===== config.mk =====
export PLATFORM = sky130hd
export DESIGN_NAME = ysyx_23060332_mem_arbiter
export DESIGN_NICKNAME = d
export VERILOG_FILES = /design/src/rtl/ysyx_23060332_mem_arbiter.sv
export SDC_FILE = /design/constraint.sdc
export NUM_CORES = 1
export LEC_CHECK = 0
export ABC_AREA = 0
export ABC_CLOCK_PERIOD_IN_PS = 1500
export BUFFER_PORTS_ARGS = -buffer_cell sky130_fd_sc_hd__buf_2
export CAP_MARGIN = 5
export CORE_AREA = 2 2 210 212
export DETAILED_ROUTE_END_ITERATION = 7
export DIE_AREA = 0 0 212 214
export GPL_TIMING_DRIVEN = 1
export SYNTH_ARGS = -nofsm -noshare
export SYNTH_HDL_FRONTEND = slang
export SYNTH_SLANG_ARGS = --single-unit
export TNS_END_PERCENT = 30

===== constraint.sdc =====
create_clock -name clk -period 1.5 [get_ports clk]
set_input_delay 0.225 -clock clk [delete_from_list [all_inputs] [get_ports clk]]
set_output_delay 0.225 -clock clk [all_outputs]
set_load 0.03 [all_outputs]

===== src/rtl/ysyx_23060332_mem_arbiter.sv =====
// Two-master (IFU/LSU) to one-slave memory arbiter with round-robin tie-break,
// a single outstanding transaction and a watchdog that answers stalled requests.
module ysyx_23060332_mem_arbiter #(
  parameter int ADDR_W  = 64,
  parameter int DATA_W  = 64,
  parameter int MASK_W  = 8,
  parameter int TIMEOUT = 255
) (
  input  logic              clk,
  input  logic              rst,
  input  logic              ifu_req_valid,
  output logic              ifu_req_ready,
  input  logic [ADDR_W-1:0] ifu_req_addr,
  output logic              ifu_resp_valid,
  output logic [DATA_W-1:0] ifu_resp_rdata,
  output logic              ifu_resp_err,
  input  logic              lsu_req_valid,
  output logic              lsu_req_ready,
  input  logic [ADDR_W-1:0] lsu_req_addr,
  input  logic              lsu_req_wen,
  input  logic [DATA_W-1:0] lsu_req_wdata,
  input  logic [MASK_W-1:0] lsu_req_wmask,
  output logic              lsu_resp_valid,
  output logic [DATA_W-1:0] lsu_resp_rdata,
  output logic              lsu_resp_err,
  output logic              mem_req_valid,
  input  logic              mem_req_ready,
  output logic [ADDR_W-1:0] mem_req_addr,
  output logic              mem_req_wen,
  output logic [DATA_W-1:0] mem_req_wdata,
  output logic [MASK_W-1:0] mem_req_wmask,
  input  logic              mem_resp_valid,
  input  logic [DATA_W-1:0] mem_resp_rdata,
  input  logic              mem_resp_err
);

  localparam int CNT_W = (TIMEOUT > 0) ? $clog2(TIMEOUT + 1) : 1;
  localparam logic [CNT_W-1:0] CNT_MAX  = CNT_W'(TIMEOUT);
  localparam logic [CNT_W-1:0] CNT_LAST = CNT_W'((TIMEOUT > 0) ? TIMEOUT - 1 : 0);

  typedef enum logic [1:0] {ST_IDLE, ST_ISSUE, ST_WAIT} state_t;
  typedef enum logic {M_IFU, M_LSU} master_t;

  state_t           state, state_next;
  master_t          last_grant;
  logic [CNT_W-1:0] cnt;
  logic             grant_ifu, grant_lsu;
  logic             complete, expire;
  logic [DATA_W-1:0] resp_rdata;
  logic             resp_err;

  // On a tie the master that did not win last time is granted.
  assign grant_lsu = lsu_req_valid && (!ifu_req_valid || last_grant == M_IFU);
  assign grant_ifu = ifu_req_valid && (!lsu_req_valid || last_grant == M_LSU);

  assign complete = (state == ST_WAIT) && mem_resp_valid;
  // A response arriving in the last allowed cycle beats the watchdog.
  assign expire   = (TIMEOUT != 0) && (state != ST_IDLE) && (cnt == CNT_LAST) && !complete;

  assign resp_rdata = (complete && !mem_req_wen) ? mem_resp_rdata : '0;
  assign resp_err   = complete ? mem_resp_err : 1'b1;

  // NOTE: sequential state uses non-blocking assignments so every register
  // samples the pre-edge values regardless of process ordering.
  always_ff @(posedge clk) begin
    if (rst) state <= ST_IDLE;
    else     state <= state_next;
  end

  // NOTE: every combinational output gets a default first so no path can
  // leave it unassigned and infer a latch.
  always_comb begin
    state_next = state;
    case (state)
      ST_IDLE:  if (grant_ifu || grant_lsu) state_next = ST_ISSUE;
      ST_ISSUE: begin
        if (expire)             state_next = ST_IDLE;
        else if (mem_req_ready) state_next = ST_WAIT;
      end
      ST_WAIT:  if (complete || expire) state_next = ST_IDLE;
      default:  state_next = ST_IDLE;
    endcase
  end

  always_comb begin
    ifu_req_ready = 1'b0;
    lsu_req_ready = 1'b0;
    mem_req_valid = (state == ST_ISSUE);
    if (state == ST_IDLE && !rst) begin
      ifu_req_ready = grant_ifu;
      lsu_req_ready = grant_lsu;
    end
  end

  // NOTE: the latched request fields are plain registers, not a memory, so
  // they are reset to give the memory port defined zeros after reset.
  always_ff @(posedge clk) begin
    if (rst) begin
      last_grant     <= M_IFU;
      cnt            <= '0;
      mem_req_addr   <= '0;
      mem_req_wen    <= 1'b0;
      mem_req_wdata  <= '0;
      mem_req_wmask  <= '0;
      ifu_resp_valid <= 1'b0;
      ifu_resp_rdata <= '0;
      ifu_resp_err   <= 1'b0;
      lsu_resp_valid <= 1'b0;
      lsu_resp_rdata <= '0;
      lsu_resp_err   <= 1'b0;
    end else begin
      ifu_resp_valid <= 1'b0;
      lsu_resp_valid <= 1'b0;
      if (state == ST_IDLE) begin
        if (grant_lsu) begin
          last_grant    <= M_LSU;
          cnt           <= '0;
          mem_req_addr  <= lsu_req_addr;
          mem_req_wen   <= lsu_req_wen;
          mem_req_wdata <= lsu_req_wdata;
          mem_req_wmask <= lsu_req_wmask;
        end else if (grant_ifu) begin
          last_grant    <= M_IFU;
          cnt           <= '0;
          mem_req_addr  <= ifu_req_addr;
          mem_req_wen   <= 1'b0;
          mem_req_wdata <= '0;
          mem_req_wmask <= '0;
        end
      end else begin
        if (cnt != CNT_MAX) cnt <= cnt + CNT_W'(1);
        if (complete || expire) begin
          if (last_grant == M_IFU) begin
            ifu_resp_valid <= 1'b1;
            ifu_resp_rdata <= resp_rdata;
            ifu_resp_err   <= resp_err;
          end else begin
            lsu_resp_valid <= 1'b1;
            lsu_resp_rdata <= resp_rdata;
            lsu_resp_err   <= resp_err;
          end
        end
      end
    end
  end

endmodule


==> results of run 1 <==
## through the flow
stage / area, sq um / TNS [ns]
floorplan: 10100 / -0.268
global placement: 14100 / -13.40
detailed placement: 14100 / -19.55
CTS: 17600 / -42.78
global route: 17900 / -52.70
finish: 17900 / -36.94
## layer usage
layer | GRT usage (%) | part of all wire [%]
met1 | 17.7 | 40
met2 | 28.1 | 50
met3 | 3.27 | 7.7
met4 | 5.63 | 2.3
met5 | 0 | 0
## layout make-up
| type | instances | area share (%) |
|---|---|---|
| Tap cell | 585 | 4.10 |
| Antenna cell | 6 | 0.0840 |
| Multi-Input combinational cell | 469 | 23.1 |
| Clock inverter | 10 | 0.939 |
| Sequential cell | 280 | 31.5 |
| Inverter | 3 | 0.0630 |
| Clock buffer | 44 | 4.94 |
| Timing Repair Buffer | 841 | 35.3 |
## worst max path at each step
stage,from,to,slack (ns),depth (start not counted)
final,state[0]$_SDFFE_PP0P_,lsu_req_ready,-0.40,4
after global routing,state[0]$_SDFFE_PP0P_,lsu_req_ready,-0.48,4
after CTS,state[0]$_SDFFE_PP0P_,lsu_req_ready,-0.44,4
after detailed placement,cnt[0]$_SDFFE_PP0P_,lsu_resp_rdata[39]$_SDFFE_PP0P_,-0.19,8
after global placement,cnt[0]$_SDFFE_PP0P_,lsu_resp_rdata[36]$_SDFFE_PP0P_,-0.14,8
after floorplan,cnt[0]$_SDFFE_PP0P_,lsu_resp_rdata[10]$_SDFFE_PP0P_,-0.01,7
## repair_timing
action                                  CTS  global route
endpoints found under the hold margin   219             0
hold buffers                            160             0
endpoints found under the setup margin  264           279
pin swaps                                55            43
cloned                                   12             9
resized for setup                        64            28
setup buffers                            25            12
## critical path, stage by stage, from the launching register on
cell and delay (ns):
sky130_fd_sc_hd__dfxtp_2 0.32, sky130_fd_sc_hd__or2_4 0.28, sky130_fd_sc_hd__nor3b_4 0.23, sky130_fd_sc_hd__buf_12 0.15
sky130_fd_sc_hd__buf_8 0.12
## sequential cells by signal, indices dropped and copies added, names as in the netlist
signal          flops
ifu_resp_rdata     64
lsu_resp_rdata     64
mem_req_addr       64
mem_req_wdata      64
cnt                 8
mem_req_wmask       8
state               2
ifu_resp_err        1
ifu_resp_valid      1
last_grant          1
lsu_resp_err        1
lsu_resp_valid      1
mem_req_wen         1
## placed cells by master, fill, tap and decap left out, drive strengths merged, types with 6 or more instances in the layout
cell type / instances
nor3: 8
a21oi: 9
clkbuf: 53
dlygate4sd3: 160
a211oi: 66
nor2: 73
diode: 6
dfxtp: 280
o21ai: 6
buf: 672
a22o: 201
mux2i: 64
## power groups by stage
stage               clock network, mW  logic, mW  registers [mW]
floorplan                           0       1.27            8.91
global placement                    0       3.25            8.18
detailed placement                  0       3.30            8.18
CTS                              8.01       3.86            8.03
global route                     8.32       4.20            8.08
finish                           7.80       3.96            8.04
## kinds of logic after synthesis
kind of cell,count (synthesis),share of synthesized area [%]
compound gates,294,27.3
flops,280,55.7
simple gates,108,5.49
buf+inv,77,4.74
mux,64,6.37
fa+ha+maj,2,0.249
xor+xnor,1,0.0871
==> tab_implementation.tex, run 1 <==
\begin{tabular}{lr}
\hline
Metric & Value \\
\hline
\multicolumn{2}{l}{\textbf{Run status}} \\
Violated checks & setup timing \\
Run status & complete, but fails checks \\
\multicolumn{2}{l}{\textbf{Synth}} \\
Top\_reg\_cell synth & sky130\_fd\_sc\_hd\_\_dfxtp\_1 \\
Post-Syn Nets & 1100 \\
Post-synthesis average cell area & about 12 sq um \\
Share of synthesized flip-flops with an asynchronous set or reset & 0\% \\
Warning count from the yosys run & 0 \\
Number of enable-type register cells in the synthesized netlist & 0 \\
Cell taking the most area after synthesis & sky130\_fd\_sc\_hd\_\_dfxtp\_1 \\
Total of flip-flops plus latches after synthesis & 280 \\
Distinct cell type count of the synthesized netlist & 48 \\
Most frequent cells after synthesis & sky130\_fd\_sc\_hd\_\_dfxtp\_1 (280), sky130\_fd\_sc\_hd\_\_a22o\_1 (201), sky130\_fd\_sc\_hd\_\_nor2\_1 (72) \\
Sequential-to-total area share from yosys stat & between 50\% and 60\% \\
Gate count after technology mapping & 826 \\
Largest cells by area after synthesis & sky130\_fd\_sc\_hd\_\_dfxtp\_1 (56\%), sky130\_fd\_sc\_hd\_\_a22o\_1 (18\%), sky130\_fd\_sc\_hd\_\_a211oi\_2 (7.0\%) \\
Summed instance area of the synthesized netlist & 10100 sq um \\
Yosys top cell area share & a little under three fifths \\
Top-count cell post-synth & sky130\_fd\_sc\_hd\_\_dfxtp\_1 \\
\multicolumn{2}{l}{\textbf{Placement}} \\
Placed Instances & roughly 2000 \\
\# port buffers & 543 \\
Post-Place Worst Slack & -0.191 ns \\
Final weighted congestion in routability-driven placement & roughly 0.85 \\
Detailed Place HPWL & 24.8 mm \\
\multicolumn{2}{l}{\textbf{Setup path}} \\
Worst flop-to-flop path endpoint & lsu\_resp\_rdata[52]\$\_SDFFE\_PP0P\_ \\
CP max FO & 3 \\
Worst setup EP type & primary output \\
Worst path required time & $\sim$1.3 ns \\
Worst Reg2Reg Path Length in Cells & 9 \\
Startpoint kind of the worst setup timing path & flop \\
Category of the most critical setup path & flop to primary output \\
R2R Path Start & state[0]\$\_SDFFE\_PP0P\_ \\
Flop2flop setup slack & -0.30 ns \\
Data arrival time at the worst-slack endpoint & 1.68 ns \\
\multicolumn{2}{l}{\textbf{Floorplanning}} \\
Area of the placeable core & $\sim$43000 sq um \\
Chip Width & between 200 and 250 um \\
Number of placed I/O pins & 544 \\
Effective utilization at floorplan & a little under a quarter \\
Die Area & between 40000 and 50000 sq um \\
Number of core rows & 76 \\
Die Height & between 200 and 250 um \\
\multicolumn{2}{l}{\textbf{Power and ir drop}} \\
Worst IR Drop VDD & between 0.6 and 0.7 mV \\
Static leakage power & roughly 8.4 nW \\
Power density over the cells & 1110 nW/um\^{}2 \\
Internal Dissipation & roughly 14 mW \\
Psw & roughly 5.4 mW \\
Switching power share of the total & a little over a quarter \\
Proportion of power drawn by flip-flops and latches & about two fifths \\
Clk network pwr share & approximately 39\% \\
Portion of total power attributed to combinational logic & between 20\% and 30\% \\
Power Total & roughly 20 mW \\
\multicolumn{2}{l}{\textbf{Drt}} \\
Number of vias in the routed layout & 9956 \\
Initial drt markers & 592 \\
Wirelength per Cell & between 15 and 20 um \\
Mean number of vias per cell & $\sim$4.4 \\
Count of nets left with antenna violations after detail routing & 0 \\
Router iterations before antenna repair & 5 \\
Total DRC errors in the routed layout & 0 \\
Total wire length after detailed routing & a little under 40 mm \\
\multicolumn{2}{l}{\textbf{STA}} \\
Final count of negative-setup-slack endpoints & 276 \\
Maximum achievable frequency & 526 MHz \\
Number of pins exceeding their max-slew limit in the final report & 0 \\
Measured slew at the worst slew-check pin & around 0.46 ns \\
Final Cycle Share & 127\% \\
Largest clock skew in the final design & between 0.01 and 0.015 ns \\
Worst hold margin & 0.0436 ns \\
Number of endpoints with negative hold slack in the final report & 0 \\
Post-route minimum period & 1.90 ns \\
Final Worst Setup Slack & -0.401 ns \\
Setup repair after global routing missed its margin & true \\
Slew Limit Headroom & a little over two thirds \\
\multicolumn{2}{l}{\textbf{GRT}} \\
Antenna violations before repair & 7 \\
Wire length of the first global-routing pass & 56.3 mm \\
Number of global-route vias before repair & 10100 \\
Global route overflow & 0 \\
Pin count of the biggest net entering global routing & between 60 and 70 \\
Aggregate global-route resource usage & approximately 15\% \\
\multicolumn{2}{l}{\textbf{Clocking}} \\
Max Root-Sink Buffers & 3 \\
Clock latency reported for the late side of the worst-skew pair & $\sim$0.57 ns \\
TritonCTS clock tree & done \\
Deepest level of the CTS H-tree & 1 \\
CTS buffer count & 29 \\
Clk sink count & 280 \\
Root buffer cell & sky130\_fd\_sc\_hd\_\_clkbuf\_16 \\
CTS clock-pin slew for the worst setup and hold paths & approximately 0.070 ns \\
\multicolumn{2}{l}{\textbf{Final layout}} \\
Footprint of the multi-input gates & roughly 4100 sq um \\
Register cell area after layout & roughly 5600 sq um \\
Synth-to-layout area growth & 77.7\% \\
Filler instances & 3899 \\
Post-layout net count & 1898 \\
Fraction of layout cells with a size suffix above 1 & approximately half \\
Utilization after layout & a little over two fifths \\
Cell Count, Final, Fillers Out & about 2200 \\
\multicolumn{2}{l}{\textbf{Min path}} \\
Hold Crit Endpoint & mem\_req\_addr[40]\$\_SDFFE\_PP0P\_ \\
Worst hold start & ifu\_req\_addr[40] \\
Cell depth of the worst hold path & 3 \\
Worst min-delay path class & input pin to flop \\
\multicolumn{2}{l}{\textbf{Job}} \\
Number of maximum-capacitance constraint violations & 0 \\
\hline
\end{tabular}
No activity file was read; power rests on OpenSTA's default activity.
==> run 2, diff against run 1 <==
--- a/config.mk
+++ b/config.mk
@@ -6,9 +6,8 @@
 export NUM_CORES = 1
 export LEC_CHECK = 0
 export ABC_AREA = 0
-export ABC_CLOCK_PERIOD_IN_PS = 1500
+export ABC_CLOCK_PERIOD_IN_PS = 1600
 export BUFFER_PORTS_ARGS = -buffer_cell sky130_fd_sc_hd__buf_2
-export CAP_MARGIN = 5
 export CORE_AREA = 2 2 210 212
 export DETAILED_ROUTE_END_ITERATION = 7
 export DIE_AREA = 0 0 212 214
==> constraint.sdc (replaced) <==
create_clock -name clk -period 1.6 [get_ports clk]
set_input_delay 0.24 -clock clk [delete_from_list [all_inputs] [get_ports clk]]
set_output_delay 0.24 -clock clk [all_outputs]
set_load 0.03 [all_outputs]
==> tab_implementation.tex, run 2 (synthesis gave the netlist of run 1 again) <==
\begin{tabular}{lr}
\hline
Metric & Value \\
\hline
\multicolumn{2}{l}{\textbf{Run status}} \\
Run status & complete, but fails checks \\
Violated checks & setup timing \\
\multicolumn{2}{l}{\textbf{Setup path}} \\
CP max FO & 4 \\
Launch point of the critical path & state[1]\$\_SDFFE\_PP0P\_ \\
R2R Path Start & state[1]\$\_SDFFE\_PP0P\_ \\
Worst Reg2Reg Path Length in Cells & 9 \\
Startpoint kind of the worst setup timing path & flop \\
Flop2flop setup slack & -0.16 ns \\
Worst setup EP type & primary output \\
Worst path required time & 1.36 ns \\
Timing endpoint of the critical path & lsu\_req\_ready \\
Category of the most critical setup path & flop to primary output \\
Data arrival time at the worst-slack endpoint & between 1.5 and 2 ns \\
Worst flop-to-flop path endpoint & mem\_req\_addr[54]\$\_SDFFE\_PP0P\_ \\
\multicolumn{2}{l}{\textbf{Final layout}} \\
Most common cell after layout, fill and taps aside & sky130\_fd\_sc\_hd\_\_buf\_2 \\
Commonest non-fill, non-tap cells in the layout & sky130\_fd\_sc\_hd\_\_buf\_2 (539), sky130\_fd\_sc\_hd\_\_dfxtp\_1 (274), sky130\_fd\_sc\_hd\_\_a22o\_1 (201) \\
Count of inserted antenna diode cells & 0 \\
Cell Count, Final, Fillers Out & 2192 \\
Post-layout net count & $\sim$1900 \\
Synth-to-layout area growth & 72.4\% \\
Fraction of layout cells with a size suffix above 1 & 50.3\% \\
Cell area after layout & 17300 sq um \\
\multicolumn{2}{l}{\textbf{STA}} \\
Measured slew at the worst slew-check pin & about 0.5 ns \\
Number of endpoints with negative hold slack in the final report & 0 \\
Final count of negative-setup-slack endpoints & 157 \\
Final Worst Setup Slack & -0.173 ns \\
Setup repair after global routing missed its margin & true \\
Final Cycle Share & 111\% \\
Slew Limit Headroom & roughly 66\% \\
Maximum achievable frequency & approximately 560 MHz \\
Largest clock skew in the final design & around 0.014 ns \\
Final-layout setup total negative slack & -8.58 ns \\
Number of pins exceeding their max-slew limit in the final report & 0 \\
Post-route minimum period & roughly 1.8 ns \\
Worst hold margin & around 0.028 ns \\
\multicolumn{2}{l}{\textbf{GRT}} \\
Pin count of the biggest net entering global routing & 68 \\
Antenna violations before repair & 0 \\
Number of global-route vias before repair & 9845 \\
Aggregate global-route resource usage & 14.7\% \\
Wire length of the first global-routing pass & between 50 and 60 mm \\
Global route overflow & 0 \\
\multicolumn{2}{l}{\textbf{Floorplanning}} \\
Number of core rows & 76 \\
Die Area & $\sim$45000 sq um \\
Number of placed I/O pins & roughly 540 \\
Chip Width & roughly 210 um \\
Area of the placeable core & around 43000 sq um \\
Effective utilization at floorplan & 23.4\% \\
Die Height & roughly 210 um \\
\multicolumn{2}{l}{\textbf{Clocking}} \\
Clk sink count & between 200 and 300 \\
CTS buffer count & 31 \\
Deepest level of the CTS H-tree & 1 \\
Root buffer cell & sky130\_fd\_sc\_hd\_\_clkbuf\_16 \\
Clock latency reported for the late side of the worst-skew pair & roughly 0.57 ns \\
Max Root-Sink Buffers & 3 \\
TritonCTS clock tree & done \\
CTS clock-pin slew for the worst setup and hold paths & about 0.06 ns \\
\multicolumn{2}{l}{\textbf{Drt}} \\
Mean number of vias per cell & roughly 4.5 \\
Wirelength per Cell & between 15 and 20 um \\
Count of nets left with antenna violations after detail routing & 0 \\
Initial drt markers & approximately 440 \\
Number of vias in the routed layout & 9867 \\
Router iterations before antenna repair & 5 \\
Total DRC errors in the routed layout & 0 \\
Total wire length after detailed routing & $\sim$37 mm \\
\multicolumn{2}{l}{\textbf{Placement}} \\
\# port buffers & between 500 and 600 \\
Placed Instances & a little under 2000 \\
Final weighted congestion in routability-driven placement & $\sim$0.85 \\
Area of placed instances & 13900 sq um \\
Detailed Place HPWL & roughly 25 mm \\
\multicolumn{2}{l}{\textbf{Job}} \\
Number of maximum-capacitance constraint violations & 0 \\
\multicolumn{2}{l}{\textbf{Power and ir drop}} \\
Worst IR Drop VDD & about 0.70 mV \\
Power density over the cells & 1090 nW/um\^{}2 \\
Static leakage power & around 8.2 nW \\
\multicolumn{2}{l}{\textbf{Min path}} \\
Worst min-delay path class & input pin to flop \\
\hline
\end{tabular}
run 2: worst min-delay path by stage:
| stage | start | end | depth (start not counted) | slack (ns) |
|---|---|---|---|---|
| after floorplan | lsu_req_wdata[10] | mem_req_wdata[10]$_SDFFE_PP0P_ | 1 | 0.37 |
| after global placement | mem_req_wdata[27]$_SDFFE_PP0P_ | mem_req_wdata[27]$_SDFFE_PP0P_ | 1 | 0.45 |
| after detailed placement | mem_req_wmask[2]$_SDFFE_PP0P_ | mem_req_wmask[2]$_SDFFE_PP0P_ | 1 | 0.45 |
| after CTS | ifu_req_addr[33] | mem_req_addr[33]$_SDFFE_PP0P_ | 3 | 0.0001 |
| after global routing | ifu_req_addr[62] | mem_req_addr[62]$_SDFFE_PP0P_ | 3 | 0.006 |
| final | ifu_req_addr[0] | mem_req_addr[0]$_SDFFE_PP0P_ | 3 | 0.03 |
run 2: worst max-delay path: stages, from the launching register on:
cell	delay, ns
sky130_fd_sc_hd__dfxtp_2	0.33
sky130_fd_sc_hd__or2_4	0.26
sky130_fd_sc_hd__nor3b_4	0.20
sky130_fd_sc_hd__buf_6	0.16
run 2: per-stage QoR:
step	worst slack [ns]	total power, mW	util, %
2_1_floorplan	0.0437	9.54	-
3_3_place_gp	-0.0808	10.7	32.4
3_5_place_dp	-0.0985	10.7	32.4
4_1_cts	-0.219	18.7	38.8
5_1_grt	-0.274	19.7	40.4
6_report	-0.173	18.9	40.4
run 2: layout make-up:
| type | instances | area [sq um] |
|---|---|---|
| clock inverter | 16 | 239 |
| clock buffer | 38 | 852 |
| sequential | 280 | 5620 |
| tap | 585 | 732 |
| inverter | 3 | 11.3 |
| multi-input combinational | 469 | 4130 |
| timing repair buffer | 801 | 5750 |
| fill | 3987 | 25500 |
run 2: where the power goes:
| part | switching [mW] | internal, mW | leakage (nW) |
|---|---|---|---|
| Clock | 2.94 | 4.59 | 0.530 |
| Sequential | 0.211 | 7.34 | 2.29 |
| Combinational | 2.05 | 1.76 | 5.41 |
run 2: what timing repair did:
action                                  CTS  global route
endpoints found under the setup margin  146           203
gates resized for setup                  23            55
buffers inserted                          8            15
hold buffers                            149             0
endpoints found under the hold margin   211             0
pin swaps                                 8            54
gates cloned                              1            15
run 2: metal layers:
metal	GRT usage [%]	share of wire, %
met4	5.99	3.4
met3	3.59	7.8
met5	0	0
met2	25.7	48
met1	17.2	41
==> run 3, diff against run 2 <==
--- a/config.mk
+++ b/config.mk
@@ -9,9 +9,11 @@
 export ABC_CLOCK_PERIOD_IN_PS = 1600
 export BUFFER_PORTS_ARGS = -buffer_cell sky130_fd_sc_hd__buf_2
 export CORE_AREA = 2 2 210 212
+export CTS_CLUSTER_DIAMETER = 60
 export DETAILED_ROUTE_END_ITERATION = 7
 export DIE_AREA = 0 0 212 214
 export GPL_TIMING_DRIVEN = 1
+export REMOVE_ABC_BUFFERS = 1
 export SYNTH_ARGS = -nofsm -noshare
 export SYNTH_HDL_FRONTEND = slang
 export SYNTH_SLANG_ARGS = --single-unit
==> tab_implementation.tex, run 3 (synthesis gave the netlist of run 1 again) <==
\begin{tabular}{lr}
\hline
Metric & Value \\
\hline
\multicolumn{2}{l}{\textbf{Run status}} \\
Run status & complete, but fails checks \\
Violated checks & setup timing \\
\multicolumn{2}{l}{\textbf{Clocking}} \\
Root buffer cell & sky130\_fd\_sc\_hd\_\_clkbuf\_16 \\
CTS buffer count & 30 \\
Deepest level of the CTS H-tree & 1 \\
CTS clock-pin slew for the worst setup and hold paths & $\sim$0.06 ns \\
TritonCTS clock tree & done \\
Clk sink count & 280 \\
Max Root-Sink Buffers & 3 \\
Clock latency reported for the late side of the worst-skew pair & 0.58 ns \\
\multicolumn{2}{l}{\textbf{Final layout}} \\
Most common cell after layout, fill and taps aside & sky130\_fd\_sc\_hd\_\_buf\_2 \\
Synth-to-layout area growth & 69.8\% \\
Cell area after layout & about 17000 sq um \\
Filler instances & around 4100 \\
Register cell area after layout & 5610 sq um \\
Utilization after layout & 39.8\% \\
Post-layout net count & 1848 \\
Fraction of layout cells with a size suffix above 1 & slightly below 50\% \\
Commonest non-fill, non-tap cells in the layout & sky130\_fd\_sc\_hd\_\_buf\_2 (539), sky130\_fd\_sc\_hd\_\_dfxtp\_1 (275), sky130\_fd\_sc\_hd\_\_a22o\_1 (201) \\
Footprint of the multi-input gates & $\sim$4100 sq um \\
\multicolumn{2}{l}{\textbf{Setup path}} \\
Cell count along the critical path & 4 \\
Category of the most critical setup path & flop to primary output \\
Startpoint kind of the worst setup timing path & flop \\
Flop2flop setup slack & -0.29 ns \\
CP max stage cell & sky130\_fd\_sc\_hd\_\_dfxtp\_2 \\
Worst path required time & around 1.4 ns \\
Worst flop-to-flop path endpoint & mem\_req\_addr[23]\$\_SDFFE\_PP0P\_ \\
R2R Path Start & state[0]\$\_SDFFE\_PP0P\_ \\
Worst Reg2Reg Path Length in Cells & 10 \\
Max stage delay on crit path & approximately 0.32 ns \\
Worst setup EP type & primary output \\
Data arrival time at the worst-slack endpoint & between 1.5 and 2 ns \\
CP max FO & 3 \\
Buffering stage count on the worst path with inverters included & 2 \\
List of cells traversed by the critical path & or2\_4 > nor3b\_4 > buf\_12 > buf\_8 \\
Category of cells accounting for the largest share of critical-path delay & simple AND/OR/NAND/NOR gates \\
\multicolumn{2}{l}{\textbf{Power and ir drop}} \\
Psw & approximately 5.2 mW \\
Worst IR Drop VDD & $\sim$0.83 mV \\
Static leakage power & a little over 8 nW \\
Power density over the cells & roughly 1100 nW/um\^{}2 \\
Clk network pwr share & a little under two fifths \\
Proportion of power drawn by flip-flops and latches & just over 40\% \\
Portion of total power attributed to combinational logic & 20.8\% \\
Internal Dissipation & roughly 13 mW \\
Switching power share of the total & around 28\% \\
\multicolumn{2}{l}{\textbf{Floorplanning}} \\
Die Height & about 210 um \\
Die Area & about 45000 sq um \\
Chip Width & around 210 um \\
Area of the placeable core & approximately 43000 sq um \\
Effective utilization at floorplan & 23.4\% \\
Number of core rows & between 70 and 80 \\
Number of placed I/O pins & roughly 540 \\
\multicolumn{2}{l}{\textbf{STA}} \\
Number of endpoints with negative hold slack in the final report & 0 \\
Slew Limit Headroom & a little under 70\% \\
Maximum achievable frequency & $\sim$530 MHz \\
Measured slew at the worst slew-check pin & roughly 0.47 ns \\
Number of pins exceeding their max-slew limit in the final report & 0 \\
Final count of negative-setup-slack endpoints & 204 \\
Post-route minimum period & 1.90 ns \\
Largest clock skew in the final design & 0.0210 ns \\
Final Cycle Share & 119\% \\
Setup repair after global routing missed its margin & true \\
Final Worst Setup Slack & -0.299 ns \\
\multicolumn{2}{l}{\textbf{GRT}} \\
Aggregate global-route resource usage & between 10\% and 20\% \\
Wire length of the first global-routing pass & between 50 and 60 mm \\
Number of global-route vias before repair & about 9700 \\
Global route overflow & 0 \\
Pin count of the biggest net entering global routing & 76 \\
Antenna violations before repair & 3 \\
\multicolumn{2}{l}{\textbf{Min path}} \\
Cell depth of the worst hold path & 3 \\
Hold Crit Endpoint & mem\_req\_addr[5]\$\_SDFFE\_PP0P\_ \\
Worst hold start & ifu\_req\_addr[5] \\
Worst min-delay path class & input pin to flop \\
\multicolumn{2}{l}{\textbf{Job}} \\
Number of maximum-capacitance constraint violations & 0 \\
\multicolumn{2}{l}{\textbf{Drt}} \\
Number of vias in the routed layout & approximately 10000 \\
Total DRC errors in the routed layout & 0 \\
Router iterations before antenna repair & 5 \\
Initial drt markers & 512 \\
Mean number of vias per cell & $\sim$4.5 \\
Total wire length after detailed routing & about 37 mm \\
Count of nets left with antenna violations after detail routing & 0 \\
Wirelength per Cell & between 15 and 20 um \\
\multicolumn{2}{l}{\textbf{Placement}} \\
Detailed Place HPWL & roughly 25 mm \\
Area of placed instances & around 14000 sq um \\
Post-Place Worst Slack & -0.0369 ns \\
Final weighted congestion in routability-driven placement & between 0.8 and 0.9 \\
\# port buffers & 543 \\
\hline
\end{tabular}
[run 3: power groups by stage]
stage	clock (mW)	sequential [mW]	combinational, mW
2_1_floorplan	0	8.37	1.07
3_3_place_gp	0	7.67	2.98
3_5_place_dp	0	7.67	3.02
4_1_cts	7.22	7.53	3.49
5_1_grt	7.52	7.58	4.05
6_report	7.02	7.54	3.82
[run 3: tightest hold or removal path: stages]
cell	delay, ns
sky130_fd_sc_hd__buf_2	0.10
sky130_fd_sc_hd__mux2i_1	0.12
sky130_fd_sc_hd__a211oi_1	0.08
[run 3: area by class of cell]
class | instances | area share (%)
Antenna cell | 1 | 0.0147
Clock buffer | 43 | 5.09
Clock inverter | 12 | 0.909
Inverter | 3 | 0.0660
Multi-Input combinational cell | 469 | 24.1
Sequential cell | 280 | 32.9
Tap cell | 585 | 4.29
Timing Repair Buffer | 790 | 32.7
[run 3: repair_timing]
action | 4_1_cts | 5_1_grt
hold buffers | 145 | 0
pin swaps | 19 | 66
buffers inserted | 15 | 14
gates resized for setup | 29 | 42
setup endpoints to repair | 73 | 264
cloned | 4 | 10
endpoints found under the hold margin | 210 | 0
[run 3: layer usage]
layer  GRT usage [%]  vias to the layer above  part of all wire, %
met5               0                        -                0.073
met4            5.96                        4                  3.2
met3            3.68                       79                  7.7
met2            26.2                      433                   49
met1            17.0                     4589                   40
li1                -                     4631                    -
[run 3: through the flow]
stage                     hold slack, ns  instances  total power, mW  setup TNS (ns)
after floorplan                    0.305        752             9.43        -1115.68
after global placement             0.451       1940             10.7          -0.594
after detailed placement           0.449       1940             10.7           -1.21
after CTS                        0.00326       2158             18.2          -14.14
after global routing              0.0182       2182             19.1          -47.83
final                             0.0323       2183             18.4          -33.34
[run 3: worst max-delay path by stage]
stage	from	end
6_report	state[0]$_SDFFE_PP0P_	lsu_req_ready
5_1_grt	state[0]$_SDFFE_PP0P_	lsu_req_ready
4_1_cts	state[0]$_SDFFE_PP0P_	lsu_req_ready
3_5_place_dp	cnt[0]$_SDFFE_PP0P_	lsu_resp_rdata[4]$_SDFFE_PP0P_
3_3_place_gp	cnt[0]$_SDFFE_PP0P_	lsu_resp_rdata[34]$_SDFFE_PP0P_
2_1_floorplan	last_grant$_SDFFE_PP0P_	mem_req_wdata[0]$_SDFFE_PP0P_
